File: config.mk
export PLATFORM = sky130hd
export DESIGN_NAME = hub75_rx_capture_flat
export DESIGN_NICKNAME = d
export VERILOG_FILES = /design/src/rtl/hub75_rx_capture_if.sv /design/src/rtl/hub75_rx_capture.sv /design/src/flat_wrapper.sv
export SDC_FILE = /design/constraint.sdc
export NUM_CORES = 1
export LEC_CHECK = 0
export CORE_ASPECT_RATIO = 1.75
export CORE_MARGIN = 5
export CORE_UTILIZATION = 30
export DETAILED_ROUTE_END_ITERATION = 8
export MAX_ROUTING_LAYER = met4
export SYNTH_ARGS = -nofsm -noshare
export SYNTH_HDL_FRONTEND = slang
export SYNTH_SLANG_ARGS = --single-unit
export TNS_END_PERCENT = 50
File: constraint.sdc
create_clock -name clk -period 43.8 [get_ports clk]
set_clock_uncertainty 0.2 [all_clocks]
set_input_delay 8.76 -clock clk [delete_from_list [all_inputs] [get_ports clk]]
set_output_delay 8.76 -clock clk [all_outputs]
set_load 0.005 [all_outputs]
File: src/rtl/hub75_rx_capture_if.sv
// HUB75 receive-side bundle: panel pins in, capture-RAM write port and status flags out.
interface hub75_rx_capture_if #(
  parameter int unsigned ROW_BITS   = 5,
  parameter int unsigned ADDR_WIDTH = 12
);
  logic                  data_clock;
  logic                  data_latch;
  logic                  data_blank;
  logic [1:0]            data_r;
  logic [1:0]            data_g;
  logic [1:0]            data_b;
  logic [ROW_BITS-1:0]   row_select;
  logic                  err_clear;
  logic [ADDR_WIDTH-1:0] ram_addr;
  logic [15:0]           ram_data;
  logic                  ram_write_stb;
  logic                  frame_stb;
  logic                  err_count;
  logic                  err_overrun;

  // Panel driver / test harness side.
  modport master (
    output data_clock, data_latch, data_blank, data_r, data_g, data_b, row_select, err_clear,
    input  ram_addr, ram_data, ram_write_stb, frame_stb, err_count, err_overrun
  );

  // Capture block side.
  modport slave (
    input  data_clock, data_latch, data_blank, data_r, data_g, data_b, row_select, err_clear,
    output ram_addr, ram_data, ram_write_stb, frame_stb, err_count, err_overrun
  );
endinterface

File: src/rtl/hub75_rx_capture.sv
// HUB75 receiver: rebuilds each displayed row from the panel pins and writes it to a capture RAM
// as {row,col} -> {r,g,b,10'b0}. Shift and hold buffers are separate so the next row can be
// shifted in while the previous one is still waiting for unblank or draining.
module hub75_rx_capture #(
  parameter int unsigned COLS       = 64,
  parameter int unsigned COL_BITS   = 6,
  parameter int unsigned ROW_BITS   = 5,
  parameter int unsigned ADDR_WIDTH = 12
) (
  input logic              clk,
  input logic              rst_n,
  hub75_rx_capture_if.slave bus
);

  // One extra count bit so the counter can sit at COLS+1 when a row is over-clocked.
  localparam int unsigned CntW = COL_BITS + 1;
  localparam logic [CntW-1:0]     ColsCnt = CntW'(COLS);
  localparam logic [CntW-1:0]     SatCnt  = CntW'(COLS + 1);
  localparam logic [COL_BITS-1:0] LastCol = COL_BITS'(COLS - 1);

  typedef enum logic [1:0] {StIdle, StWaitUnblank, StDrain} state_e;

  state_e state_q, state_d;

  logic                clk_q, clk_p, latch_q, latch_p, blank_q, blank_p;
  logic [5:0]          rgb_q;
  logic [ROW_BITS-1:0] row_q;
  logic                clk_rise, latch_rise, blank_fall;

  logic [CntW-1:0]     cnt_q, cnt_shift;
  logic                shift_we;
  logic [COL_BITS-1:0] cnt_idx;
  logic [5:0]          shift_buf [COLS];
  logic [5:0]          hold_buf  [COLS];

  logic                hold_load, set_err_count, set_err_overrun;
  logic [COL_BITS-1:0] col_q;
  logic [ROW_BITS-1:0] drain_row_q;
  logic                frame_q, err_count_q, err_overrun_q;

  // Register the pins once and keep the previous sample for edge detection.
  always_ff @(posedge clk or negedge rst_n) begin
    if (!rst_n) begin
      clk_q   <= 1'b0;
      clk_p   <= 1'b0;
      latch_q <= 1'b0;
      latch_p <= 1'b0;
      blank_q <= 1'b1;
      blank_p <= 1'b1;
      rgb_q   <= '0;
      row_q   <= '0;
    end else begin
      clk_q   <= bus.data_clock;
      clk_p   <= clk_q;
      latch_q <= bus.data_latch;
      latch_p <= latch_q;
      blank_q <= bus.data_blank;
      blank_p <= blank_q;
      rgb_q   <= {bus.data_r, bus.data_g, bus.data_b};
      row_q   <= bus.row_select;
    end
  end

  assign clk_rise   = clk_q & ~clk_p;
  assign latch_rise = latch_q & ~latch_p;
  assign blank_fall = ~blank_q & blank_p;
  assign shift_we   = clk_rise && (cnt_q < ColsCnt);
  assign cnt_idx    = cnt_q[COL_BITS-1:0];

  // Count after this cycle's shift; the latch check must see it when both edges coincide.
  always_comb begin
    cnt_shift = cnt_q;
    if (clk_rise && (cnt_q != SatCnt)) cnt_shift = cnt_q + 1'b1;
  end

  // Latch acceptance, error detection and state transitions.
  always_comb begin
    state_d         = state_q;
    hold_load       = 1'b0;
    set_err_count   = 1'b0;
    set_err_overrun = 1'b0;
    if (latch_rise) begin
      set_err_count   = (cnt_shift != ColsCnt);
      set_err_overrun = (state_q != StIdle);
      hold_load       = !set_err_count && !set_err_overrun;
    end
    unique case (state_q)
      StIdle:        if (hold_load) state_d = StWaitUnblank;
      StWaitUnblank: if (blank_fall) state_d = StDrain;
      StDrain:       if (col_q == LastCol) state_d = StIdle;
      default:       state_d = StIdle;
    endcase
  end

  // State, drain position, shift count, frame pulse and sticky error flags.
  always_ff @(posedge clk or negedge rst_n) begin
    if (!rst_n) begin
      state_q       <= StIdle;
      col_q         <= '0;
      drain_row_q   <= '0;
      cnt_q         <= '0;
      frame_q       <= 1'b0;
      err_count_q   <= 1'b0;
      err_overrun_q <= 1'b0;
    end else begin
      state_q <= state_d;
      cnt_q   <= latch_rise ? '0 : cnt_shift;
      if (state_q == StWaitUnblank && blank_fall) begin
        drain_row_q <= row_q;
        col_q       <= '0;
      end else if (state_q == StDrain) begin
        col_q <= (col_q == LastCol) ? '0 : col_q + 1'b1;
      end
      frame_q <= (state_q == StDrain) && (col_q == LastCol) && (&drain_row_q);
      // A set in the same cycle as a clear wins.
      if (set_err_count)      err_count_q <= 1'b1;
      else if (bus.err_clear) err_count_q <= 1'b0;
      if (set_err_overrun)    err_overrun_q <= 1'b1;
      else if (bus.err_clear) err_overrun_q <= 1'b0;
    end
  end

  // Pixel storage; the hold copy folds in a pixel shifted on the latch cycle itself.
  always_ff @(posedge clk) begin
    if (shift_we) shift_buf[cnt_idx] <= rgb_q;
    if (hold_load) begin
      for (int unsigned i = 0; i < COLS; i++) begin
        hold_buf[i] <= (shift_we && cnt_idx == COL_BITS'(i)) ? rgb_q : shift_buf[i];
      end
    end
  end

  assign bus.ram_write_stb = (state_q == StDrain);
  assign bus.ram_addr      = (state_q == StDrain) ? ADDR_WIDTH'({drain_row_q, col_q}) : '0;
  assign bus.ram_data      = (state_q == StDrain) ? {hold_buf[col_q], 10'b0} : '0;
  assign bus.frame_stb     = frame_q;
  assign bus.err_count     = err_count_q;
  assign bus.err_overrun   = err_overrun_q;

endmodule

File: src/flat_wrapper.sv
// flat-port wrapper written by rule: the top's interface ports become plain ports
module hub75_rx_capture_flat 
#(
  parameter int unsigned COLS       = 64,
  parameter int unsigned COL_BITS   = 6,
  parameter int unsigned ROW_BITS   = 5,
  parameter int unsigned ADDR_WIDTH = 12
)
  (clk, rst_n, bus_data_clock, bus_data_latch, bus_data_blank, bus_data_r, bus_data_g, bus_data_b, bus_row_select, bus_err_clear, bus_ram_addr, bus_ram_data, bus_ram_write_stb, bus_frame_stb, bus_err_count, bus_err_overrun);
  hub75_rx_capture_if #(.ROW_BITS(ROW_BITS), .ADDR_WIDTH(ADDR_WIDTH)) bus_i ();
  input logic clk;
  input logic rst_n;
  input wire logic [$bits(bus_i.data_clock)-1:0] bus_data_clock;
  input wire logic [$bits(bus_i.data_latch)-1:0] bus_data_latch;
  input wire logic [$bits(bus_i.data_blank)-1:0] bus_data_blank;
  input wire logic [$bits(bus_i.data_r)-1:0] bus_data_r;
  input wire logic [$bits(bus_i.data_g)-1:0] bus_data_g;
  input wire logic [$bits(bus_i.data_b)-1:0] bus_data_b;
  input wire logic [$bits(bus_i.row_select)-1:0] bus_row_select;
  input wire logic [$bits(bus_i.err_clear)-1:0] bus_err_clear;
  output wire logic [$bits(bus_i.ram_addr)-1:0] bus_ram_addr;
  output wire logic [$bits(bus_i.ram_data)-1:0] bus_ram_data;
  output wire logic [$bits(bus_i.ram_write_stb)-1:0] bus_ram_write_stb;
  output wire logic [$bits(bus_i.frame_stb)-1:0] bus_frame_stb;
  output wire logic [$bits(bus_i.err_count)-1:0] bus_err_count;
  output wire logic [$bits(bus_i.err_overrun)-1:0] bus_err_overrun;
  assign bus_i.data_clock = bus_data_clock;
  assign bus_i.data_latch = bus_data_latch;
  assign bus_i.data_blank = bus_data_blank;
  assign bus_i.data_r = bus_data_r;
  assign bus_i.data_g = bus_data_g;
  assign bus_i.data_b = bus_data_b;
  assign bus_i.row_select = bus_row_select;
  assign bus_i.err_clear = bus_err_clear;
  assign bus_ram_addr = bus_i.ram_addr;
  assign bus_ram_data = bus_i.ram_data;
  assign bus_ram_write_stb = bus_i.ram_write_stb;
  assign bus_frame_stb = bus_i.frame_stb;
  assign bus_err_count = bus_i.err_count;
  assign bus_err_overrun = bus_i.err_overrun;
  hub75_rx_capture #(.COLS(COLS), .COL_BITS(COL_BITS), .ROW_BITS(ROW_BITS), .ADDR_WIDTH(ADDR_WIDTH)) u_core (.clk(clk), .rst_n(rst_n), .bus(bus_i));
endmodule
==> results.json, run 1 <==
{
  "setup_viol": 0,
  "fin_cells": 3338,
  "hold_buffers": 0,
  "yosys.area.top_type": "edfxtp_1",
  "seqPwrFrac": 0.572,
  "crit_type": "flip-flop to output pin",
  "synth.top_cell.area_share": 0.6880,
  "antenna_found_initial": 1,
  "power.net_switching_mw": 0.3052,
  "num_rows": 162,
  "vdd_ir_drop_max_v": 0.00002769,
  "fmax_ghz": 0.07526,
  "cp_slowest_cell": "buf_4",
  "via_per_inst": 4.859,
  "post_cts_buffers": 0,
  "grt_most_used_layer": "met2",
  "fp.dieArea_um2": 118800,
  "rrSetupSlack_ns": 38.49,
  "dp.cells": 3216,
  "post_cts_resize_count": 0,
  "synth_simple_gate_area_frac": 0.04315,
  "cts.clk_slew.worst_paths_ns": 0.07,
  "worstPathCellList": "buf_4 > mux4_2 > o22ai_1 > a211oi_1 > a31o_1 > clkdlybuf4s50_1",
  "synth-compound-area-share": 0.01463,
  "leakage_nw": 11.34,
  "synth_edf_count": 768,
  "place_congestion": 0.8722,
  "synthXorXnorAreaFrac": 0.001306,
  "groute.usage.overall": 0.1436,
  "yosysSeqAreaShare": 0.7180,
  "clock_sinks": 808,
  "min_path_cells": 0,
  "final-hold-violation-count": 0,
  "synthTopCellsByArea": "edfxtp_1, mux2_2, mux4_2",
  "path_max_fanout": 52,
  "fp.dieW_um": 262.7,
  "drt-initial-drc-count": 1493,
  "slew_headroom": 0.2609,
  "syn_to_final_growth_pct": 11.98,
  "startpoint_type": "flip-flop",
  "rsz0062_at_grt": "no",
  "maxCapViolations": 0,
  "gr-total-overflow": 0,
  "dr.pass1.iters": 5,
  "finalWirelength_um": 84830,
  "synthCells": 1783,
  "synth.mux.area_fraction": 0.2028,
  "h-tree-depth": 3,
  "use_met1": 0.1524,
  "ys_types": 61,
  "num_io_pins": 49,
  "synth_top_family_by_area": "multiplexers",
  "vias": 16220,
  "clkPwrFrac": 0.407,
  "first_global_vias": 17230,
  "start_util": 0.3012,
  "finalMaxSlewViolations": 0,
  "antenna_left": 0,
  "synth_fa_ha_area_frac": 0.001866,
  "ys_warn_count": 0,
  "dp_hpwl_um": 54660,
  "cts_tree": "built",
  "die_height_um": 452.2,
  "clkLatencyLatePin_ns": 0.62,
  "numCtsBuffers": 68,
  "tns_ns": 0,
  "cp.arrival_ns": 4.33,
  "finalCritPeriodShare": 0.3034,
  "finalCriticalPeriod_ns": 13.29,
  "layout_common_cells": "edfxtp_1, mux2_2, mux4_2",
  "wl_per_cell_um": 25.41,
  "fp.coreArea_um2": 111300,
  "ys_ff_latch": 808,
  "syn_avg_cell_area_um2": 18.80,
  "design_area_um2": 37540,
  "swShare": 0.2052,
  "grt_max_degree": 151,
  "power.density_nw_per_um2": 39.62,
  "final_common_cell": "edfxtp_1",
  "worst_pin_slew_ns": 1.100,
  "comb_power_share": 0.021,
  "grt_use_met2": 0.2651,
  "critPathRequiredTime_ns": 34.84,
  "drive_above_1_share": 0.3495,
  "p_int_mw": 1.182,
  "use_met3": 0.01728,
  "max_stage_delay_ns": 0.83,
  "syn_area_um2": 33520,
  "cp-end-kind": "output pin",
  "drc": 0,
  "nets": 1832,
  "async_reset_ff_frac": 0.04950,
  "synthFlopType": "edfxtp_1",
  "status": "completed",
  "hp-class": "flip-flop to flip-flop",
  "rr_worst_depth": 9,
  "grt_pass1_wl_um": 123400,
  "port_buffers": 37,
  "cts-root-buf": "clkbuf_16",
  "clockBufferDepth": 3,
  "placement.cell_area_um2": 35370,
  "p_total_mw": 1.487
}
[cells in the mapped netlist, drive strengths merged, types with 5 or more instances]
cell type and count:
edfxtp 768, nand2b 9, nor2b 8, nand4 9
nand3b 5, buf 59, dfrtp 38, clkbuf 48
mux2 390, nor2 113, a21oi 7, nand3 22
nor3b 7, and2 16, mux4 96, ha 5
o21ai 13, nand2 53, o31ai 5, o22ai 21
nor3 12, mux2i 22, inv 8, a211oi 6
[final cells by class]
type / instances / area [µm²]
Sequential cell: 808 / 24100
Antenna cell: 2 / 5.005
Multi-Input combinational cell: 870 / 8887
Tap cell: 1476 / 1847
Fill cell: 10440 / 73740
Clock buffer: 82 / 1818
Inverter: 8 / 30.03
Clock inverter: 38 / 344.1
Timing Repair Buffer: 54 / 505.5
[per-layer routing]
layer | share of wire | wire length, µm
met1 | 0.35 | 29960
met2 | 0.55 | 46910
met3 | 0.041 | 3444
met4 | 0.053 | 4522
met5 | 0 | 0
[registers in the layout (all words and copies together), names as in the netlist]
register,flops
u_core.clk_q,1
u_core.blank_q,1
u_core.row_q,5
u_core.blank_p,1
u_core.drain_row_q,5
u_core.bus.err_count,1
u_core.latch_p,1
u_core.state_q,2
u_core.latch_q,1
u_core.rgb_q,6
u_core.bus.err_overrun,1
u_core.shift_buf,384
u_core.col_q,6
u_core.hold_buf,384
u_core.bus.frame_stb,1
u_core.clk_p,1
u_core.cnt_q,7
[stage by stage]
step / hold slack, ns / utilization / setup WS (ns)
finish: 0.1692 / 0.3373 / 30.51
detailed placement: 0.1586 / 0.3178 / 31.17
CTS: 0.1680 / 0.3373 / 30.50
global placement: 0.1552 / 0.3178 / 31.19
global route: 0.1757 / 0.3373 / 30.37
floorplan: 0.1465 / - / 3.822
[worst max-delay path, delay by kind of cell (launching register included)]
family / cells / cell delay, ns
AO/OA/AOI/OAI: 3 / 1.09
multiplexers: 1 / 0.62
flip-flops: 1 / 0.61
buffers and inverters: 2 / 1.29
[power groups by stage]
stage	clock [mW]	combinational (mW)	sequential, mW
after detailed placement	0	0.0309	0.868
after global routing	0.649	0.0322	0.851
final	0.605	0.0306	0.851
after global placement	0	0.0303	0.868
after CTS	0.619	0.0310	0.851
after floorplan	0	0.0181	0.862
[final timing paths]
| path | to | startpoint |
|---|---|---|
| max | bus_ram_data[13] | u_core.col_q[0]$_DFFE_PN0P_ |
| min | u_core.blank_p$_DFF_PN1_ | u_core.blank_q$_DFF_PN1_ |
| max reg2reg | u_core.hold_buf[24][4]$_DFFE_PP_ | u_core.cnt_q[1]$_DFF_PN0_ |
| min reg2reg | u_core.blank_p$_DFF_PN1_ | u_core.blank_q$_DFF_PN1_ |
| max in group asynchronous | u_core.rgb_q[2]$_DFF_PN0_ | rst_n |
| min in group asynchronous | u_core.drain_row_q[4]$_DFFE_PN0P_ | rst_n |
[cells by family after synthesis]
family | Yosys count
XOR/XNOR | 5
adder cells (fa/ha/maj) | 5
other | 1
AND/OR/NAND/NOR | 272
buffers and inverters | 115
AO/OA/AOI/OAI | 69
multiplexers | 508
flip-flops | 808
Power figures use the tool's default switching activity.
==> run 2, diff against run 1 <==
==> constraint.sdc (replaced) <==
create_clock -name clk -period 11.5 [get_ports clk]
set_clock_uncertainty 0.2 [all_clocks]
set_input_delay 2.3 -clock clk [delete_from_list [all_inputs] [get_ports clk]]
set_output_delay 2.3 -clock clk [all_outputs]
set_load 0.005 [all_outputs]
==> results.json, run 2 (synthesized netlist as in run 1, its figures left out) <==
{
  "clockBufferDepth": 3,
  "min_path_cells": 0,
  "layout_common_cells": "edfxtp_1, mux2_2, mux4_2",
  "tns_ns": 0,
  "fp.dieW_um": 262.7,
  "status": "completed",
  "r2r-end": "u_core.hold_buf[30][4]$_DFFE_PP_",
  "start_util": 0.3012,
  "finalCriticalPeriod_ns": 6.893,
  "critPathBufInv": 2,
  "swShare": 0.2086,
  "final_util": 0.3379,
  "hp-class": "flip-flop to flip-flop",
  "cts-root-buf": "clkbuf_16",
  "fin_ws_ns": 4.607,
  "fp.dieArea_um2": 118800,
  "vias": 16310,
  "power.net_switching_mw": 1.188,
  "startpoint_type": "flip-flop",
  "maxCapViolations": 0,
  "dp.cells": 3216,
  "drive_above_1_share": 0.3534,
  "syn_to_final_growth_pct": 12.16,
  "path_max_fanout": 46,
  "num_rows": 162,
  "cts.clk_slew.worst_paths_ns": 0.07,
  "final_common_cell": "edfxtp_1",
  "antenna_found_initial": 1,
  "min_to": "u_core.blank_p$_DFF_PN1_",
  "drc": 0,
  "fmax_ghz": 0.1451,
  "port_buffers": 37,
  "setup_viol": 0,
  "path_delay_family": "buffers and inverters",
  "final-hold-violation-count": 0,
  "drt-initial-drc-count": 1450,
  "p_int_mw": 4.509,
  "hold_buffers": 0,
  "max_stage_delay_ns": 0.81,
  "grt_max_degree": 145,
  "finalCritPeriodShare": 0.5994,
  "post_cts_buffers": 0,
  "rrSetupSlack_ns": 6.08,
  "cp.arrival_ns": 4.39,
  "dp_hpwl_um": 54820,
  "seqPwrFrac": 0.569,
  "fillCellCount": 10370,
  "rr_worst_depth": 6,
  "clkPwrFrac": 0.410,
  "fp.coreArea_um2": 111300,
  "rsz0062_at_grt": "no",
  "clkLatencyLatePin_ns": 0.63,
  "power.density_nw_per_um2": 151.5,
  "worstPathCellList": "buf_4 > mux4_2 > nor3_1 > nor3_1 > nand4_1 > o41ai_1 > clkdlybuf4s50_1",
  "min_from": "u_core.blank_q$_DFF_PN1_",
  "worst_pin_slew_ns": 1.178,
  "slew_headroom": 0.2145,
  "fin_cells": 3342,
  "comb_power_share": 0.021,
  "grt_pass1_wl_um": 122700,
  "pre_cts_ws_ns": 5.266,
  "h-tree-depth": 3,
  "wl_per_cell_um": 25.25,
  "dr.pass1.iters": 5,
  "numCtsBuffers": 68,
  "post_cts_resize_count": 0,
  "nets": 1832,
  "cts_tree": "built",
  "via_per_inst": 4.879,
  "groute.usage.overall": 0.1427,
  "gr-total-overflow": 0,
  "cp_slowest_cell": "buf_4",
  "critPathRequiredTime_ns": 9.00,
  "worst_r2r_startpoint": "u_core.cnt_q[3]$_DFF_PN0_",
  "finalMaxSlewViolations": 0,
  "first_global_vias": 17040,
  "reg_top3": "u_core.hold_buf (384), u_core.shift_buf (384), u_core.cnt_q (7)",
  "antenna_left": 0,
  "num_io_pins": 49,
  "clock_sinks": 808,
  "leakage_nw": 11.36,
  "finalWirelength_um": 84400,
  "hold_slack_ns": 0.1623,
  "path_common_cell": "nor3_1",
  "cp-end-kind": "output pin",
  "vdd_ir_drop_max_v": 0.0001049,
  "die_height_um": 452.2,
  "place_congestion": 0.8852,
  "crit_type": "flip-flop to output pin"
}
[run 2: cell types whose count changed in the layout (fill, tap and decap cells not counted), sizes merged]
cell,before,now
clkinv,29,28
clkinvlp,1,2
diode,2,1
clkbuf,82,88
inv,10,9
[run 2: layer usage]
metal  vias up  global-route usage  wire [µm]
met1      8575              0.1519      29870
met5         -                   -          0
li1       7086                   -          -
met3       170             0.01776       3496
met4         0             0.07823       5317
met2       475              0.2578      45720
[run 2: through the flow]
step | instance area (µm²) | power (mW)
floorplan | 33600 | 3.359
global placement | 35400 | 3.425
detailed placement | 35400 | 3.429
CTS | 37590 | 5.743
global route | 37600 | 5.860
finish | 37600 | 5.698
[run 2: worst register-to-register path, cell delays in order, from the launching register on]
cell	delay, ns
dfrtp_1	1.00
nand4_1	0.78
nor3_1	0.71
o21ai_0	0.25
nor4_4	0.29
buf_12	0.54
buf_4	1.11
[run 2: worst max-delay path by stage]
stage	start	end	slack, ns	cells after the start
6_report	u_core.col_q[0]$_DFFE_PN0P_	bus_ram_data[11]	4.61	7
2_1_floorplan	u_core.cnt_q[1]$_DFF_PN0_	u_core.hold_buf[0][0]$_DFFE_PP_	-2.89	8
3_5_place_dp	u_core.col_q[0]$_DFFE_PN0P_	bus_ram_data[11]	5.27	7
4_1_cts	u_core.col_q[0]$_DFFE_PN0P_	bus_ram_data[11]	4.59	7
3_3_place_gp	u_core.col_q[0]$_DFFE_PN0P_	bus_ram_data[11]	5.25	7
5_1_grt	u_core.col_q[0]$_DFFE_PN0P_	bus_ram_data[11]	4.47	7
[run 2: area by class of cell]
class	count	area [µm²]	area share
flip-flops and latches	808	24100	0.6409
multi-input cells	870	8912	0.2370
well taps	1476	1847	0.04912
clock buffers	88	1829	0.04865
repair buffers	54	505.5	0.01344
clock inverters	37	369.1	0.009817
inverters	8	35.03	0.0009318
diodes	1	2.502	0.00006656
[run 2: power groups by stage]
stage / clock, mW / sequential, mW / combinational [mW]
2_1_floorplan: 0 / 3.28 / 0.0742
3_3_place_gp: 0 / 3.30 / 0.120
3_5_place_dp: 0 / 3.31 / 0.122
4_1_cts: 2.38 / 3.24 / 0.123
5_1_grt: 2.49 / 3.24 / 0.128
6_report: 2.33 / 3.24 / 0.122
==> run 3, diff against run 2 <==
==> constraint.sdc (replaced) <==
create_clock -name clk -period 5.75 [get_ports clk]
set_clock_uncertainty 0.2 [all_clocks]
set_input_delay 1.15 -clock clk [delete_from_list [all_inputs] [get_ports clk]]
set_output_delay 1.15 -clock clk [all_outputs]
set_load 0.005 [all_outputs]
==> results.json, run 3 (synthesized netlist as in run 1, its figures left out) <==
{
  "placement.cell_area_um2": 35510,
  "start_util": 0.3012,
  "fmax_ghz": 0.1823,
  "port_buffers": 37,
  "drt-initial-drc-count": 1380,
  "clkLatencyLatePin_ns": 0.65,
  "cts.clk_slew.worst_paths_ns": 0.07,
  "drc": 0,
  "place_congestion": 0.8753,
  "worstPathCellList": "buf_4 > mux4_2 > mux2i_1 > a22o_1 > nor4_1 > a31o_1 > clkdlybuf4s50_1",
  "fillCellCount": 10380,
  "finalCritPeriodShare": 0.9541,
  "cp-end-kind": "output pin",
  "vias": 16270,
  "dr.pass1.iters": 5,
  "startpoint_type": "flip-flop",
  "num_rows": 162,
  "dp.cells": 3223,
  "fp.dieArea_um2": 118800,
  "vdd_ir_drop_max_v": 0.0001776,
  "hold_slack_ns": 0.1684,
  "path_depth": 7,
  "rrSetupSlack_ns": 1.52,
  "rr_worst_depth": 8,
  "crit_type": "flip-flop to output pin",
  "rsz0062_at_grt": "no",
  "finalMaxSlewViolations": 0,
  "antenna_left": 0,
  "critPathBufInv": 2,
  "design_area_um2": 37850,
  "die_height_um": 452.2,
  "clock_sinks": 808,
  "max_stage_delay_ns": 0.82,
  "final-hold-violation-count": 0,
  "path_delay_family": "buffers and inverters",
  "cp.arrival_ns": 4.14,
  "antenna_found_initial": 1,
  "finalCriticalPeriod_ns": 5.486,
  "crit_end": "bus_ram_data[10]",
  "grt_pass1_wl_um": 121100,
  "grt_max_degree": 161,
  "drive_above_1_share": 0.3611,
  "layout_common_cells": "edfxtp_1, mux2_2, mux4_2",
  "power.density_nw_per_um2": 306.8,
  "post_cts_buffers": 0,
  "r2r-end": "u_core.hold_buf[39][3]$_DFFE_PP_",
  "groute.usage.overall": 0.1409,
  "final_util": 0.3402,
  "h-tree-depth": 3,
  "post_cts_resize_count": 0,
  "slew_headroom": 0.2198,
  "fp.dieW_um": 262.7,
  "clockBufferDepth": 3,
  "worst_r2r_startpoint": "u_core.cnt_q[1]$_DFF_PN0_",
  "wl_per_cell_um": 24.95,
  "critPathRequiredTime_ns": 4.40,
  "hold_buffers": 0,
  "hp-class": "flip-flop to flip-flop",
  "cts-root-buf": "clkbuf_16",
  "reg_top3": "u_core.hold_buf (384), u_core.shift_buf (384), u_core.cnt_q (7)",
  "setup_viol": 0,
  "num_io_pins": 49,
  "path_max_fanout": 24,
  "gr-total-overflow": 0,
  "nets": 1840,
  "dp_hpwl_um": 54800,
  "leakage_nw": 11.47,
  "startpoint": "u_core.col_q[0]$_DFFE_PN0P_",
  "fin_cells": 3349,
  "final_common_cell": "edfxtp_1",
  "via_per_inst": 4.859,
  "p_total_mw": 11.61,
  "cp_slowest_cell": "dfrtp_4",
  "syn_to_final_growth_pct": 12.93,
  "cts_tree": "built",
  "fp.coreArea_um2": 111300,
  "first_global_vias": 17180,
  "worst_pin_slew_ns": 1.161,
  "numCtsBuffers": 69,
  "status": "completed",
  "maxCapViolations": 0,
  "finalWirelength_um": 83570
}
run 3: cell types whose count changed in the layout (fill, tap and decap cells not counted), moves of 2 or more:
cell | previous run | this run
clkinvlp_4 | 2 | 5
clkinv_2 | 14 | 9
clkbuf_16 | 70 | 72
clkbuf_1 | 17 | 11
inv_6 | 2 | 6
clkinv_8 | 3 | 1
buf_4 | 16 | 19
clkinv_1 | 10 | 7
bufinv_16 | 6 | 9
clkinv_4 | 1 | 4
buf_12 | 1 | 5
run 3: cell type report:
cell class | instances | area [µm²] | share of cell area
clock inverter | 40 | 474.2 | 0.01253
sequential | 808 | 24100 | 0.6366
multi-input combinational | 870 | 8919 | 0.2356
clock buffer | 85 | 1871 | 0.04942
tap | 1476 | 1847 | 0.04879
inverter | 8 | 35.03 | 0.0009255
timing repair buffer | 61 | 608.1 | 0.01606
antenna | 1 | 2.502 | 0.00006611
run 3: worst register-to-register path, cell delays in order, from the launching register on:
cell,delay [ns]
dfrtp_1,0.68
ha_1,0.61
and3_1,0.36
nand4_1,0.18
nor3_1,0.37
o21ai_0,0.22
nor4_4,0.26
buf_4,0.37
buf_12,0.50
run 3: per-layer routing:
metal | vias up | global-route usage | part of all wire
met5 | - | - | 0
met4 | 0 | 0.07995 | 0.061
met3 | 153 | 0.01684 | 0.038
met2 | 493 | 0.2588 | 0.55
met1 | 8534 | 0.1454 | 0.35
li1 | 7092 | - | -
run 3: how the worst min path moves through the flow:
stage,startpoint,to,slack (ns),depth (start not counted)
2_1_floorplan,u_core.latch_q$_DFF_PN0_,u_core.latch_p$_DFF_PN0_,0.15,0
3_3_place_gp,u_core.blank_q$_DFF_PN1_,u_core.blank_p$_DFF_PN1_,0.16,0
3_5_place_dp,u_core.latch_q$_DFF_PN0_,u_core.latch_p$_DFF_PN0_,0.16,0
4_1_cts,u_core.blank_q$_DFF_PN1_,u_core.blank_p$_DFF_PN1_,0.17,0
5_1_grt,u_core.blank_q$_DFF_PN1_,u_core.blank_p$_DFF_PN1_,0.18,0
6_report,u_core.blank_q$_DFF_PN1_,u_core.blank_p$_DFF_PN1_,0.17,0
run 3: stage by stage:
step / worst slack [ns] / setup TNS (ns)
floorplan: -8.637 / -3316.61
global placement: 0.9125 / 0
detailed placement: 0.8947 / 0
CTS: 0.1833 / 0
global route: 0.1642 / 0
finish: 0.2637 / 0
run 3: report_power, final:
| group | switching [mW] | internal [mW] | leakage, nW | total (mW) |
|---|---|---|---|---|
| sequential | 0.0674 | 6.41 | 7.40 | 6.48 |
| combinational | 0.177 | 0.0630 | 2.93 | 0.240 |
| clock | 2.15 | 2.75 | 1.13 | 4.89 |
| total | 2.39 | 9.22 | 11.5 | 11.6 |
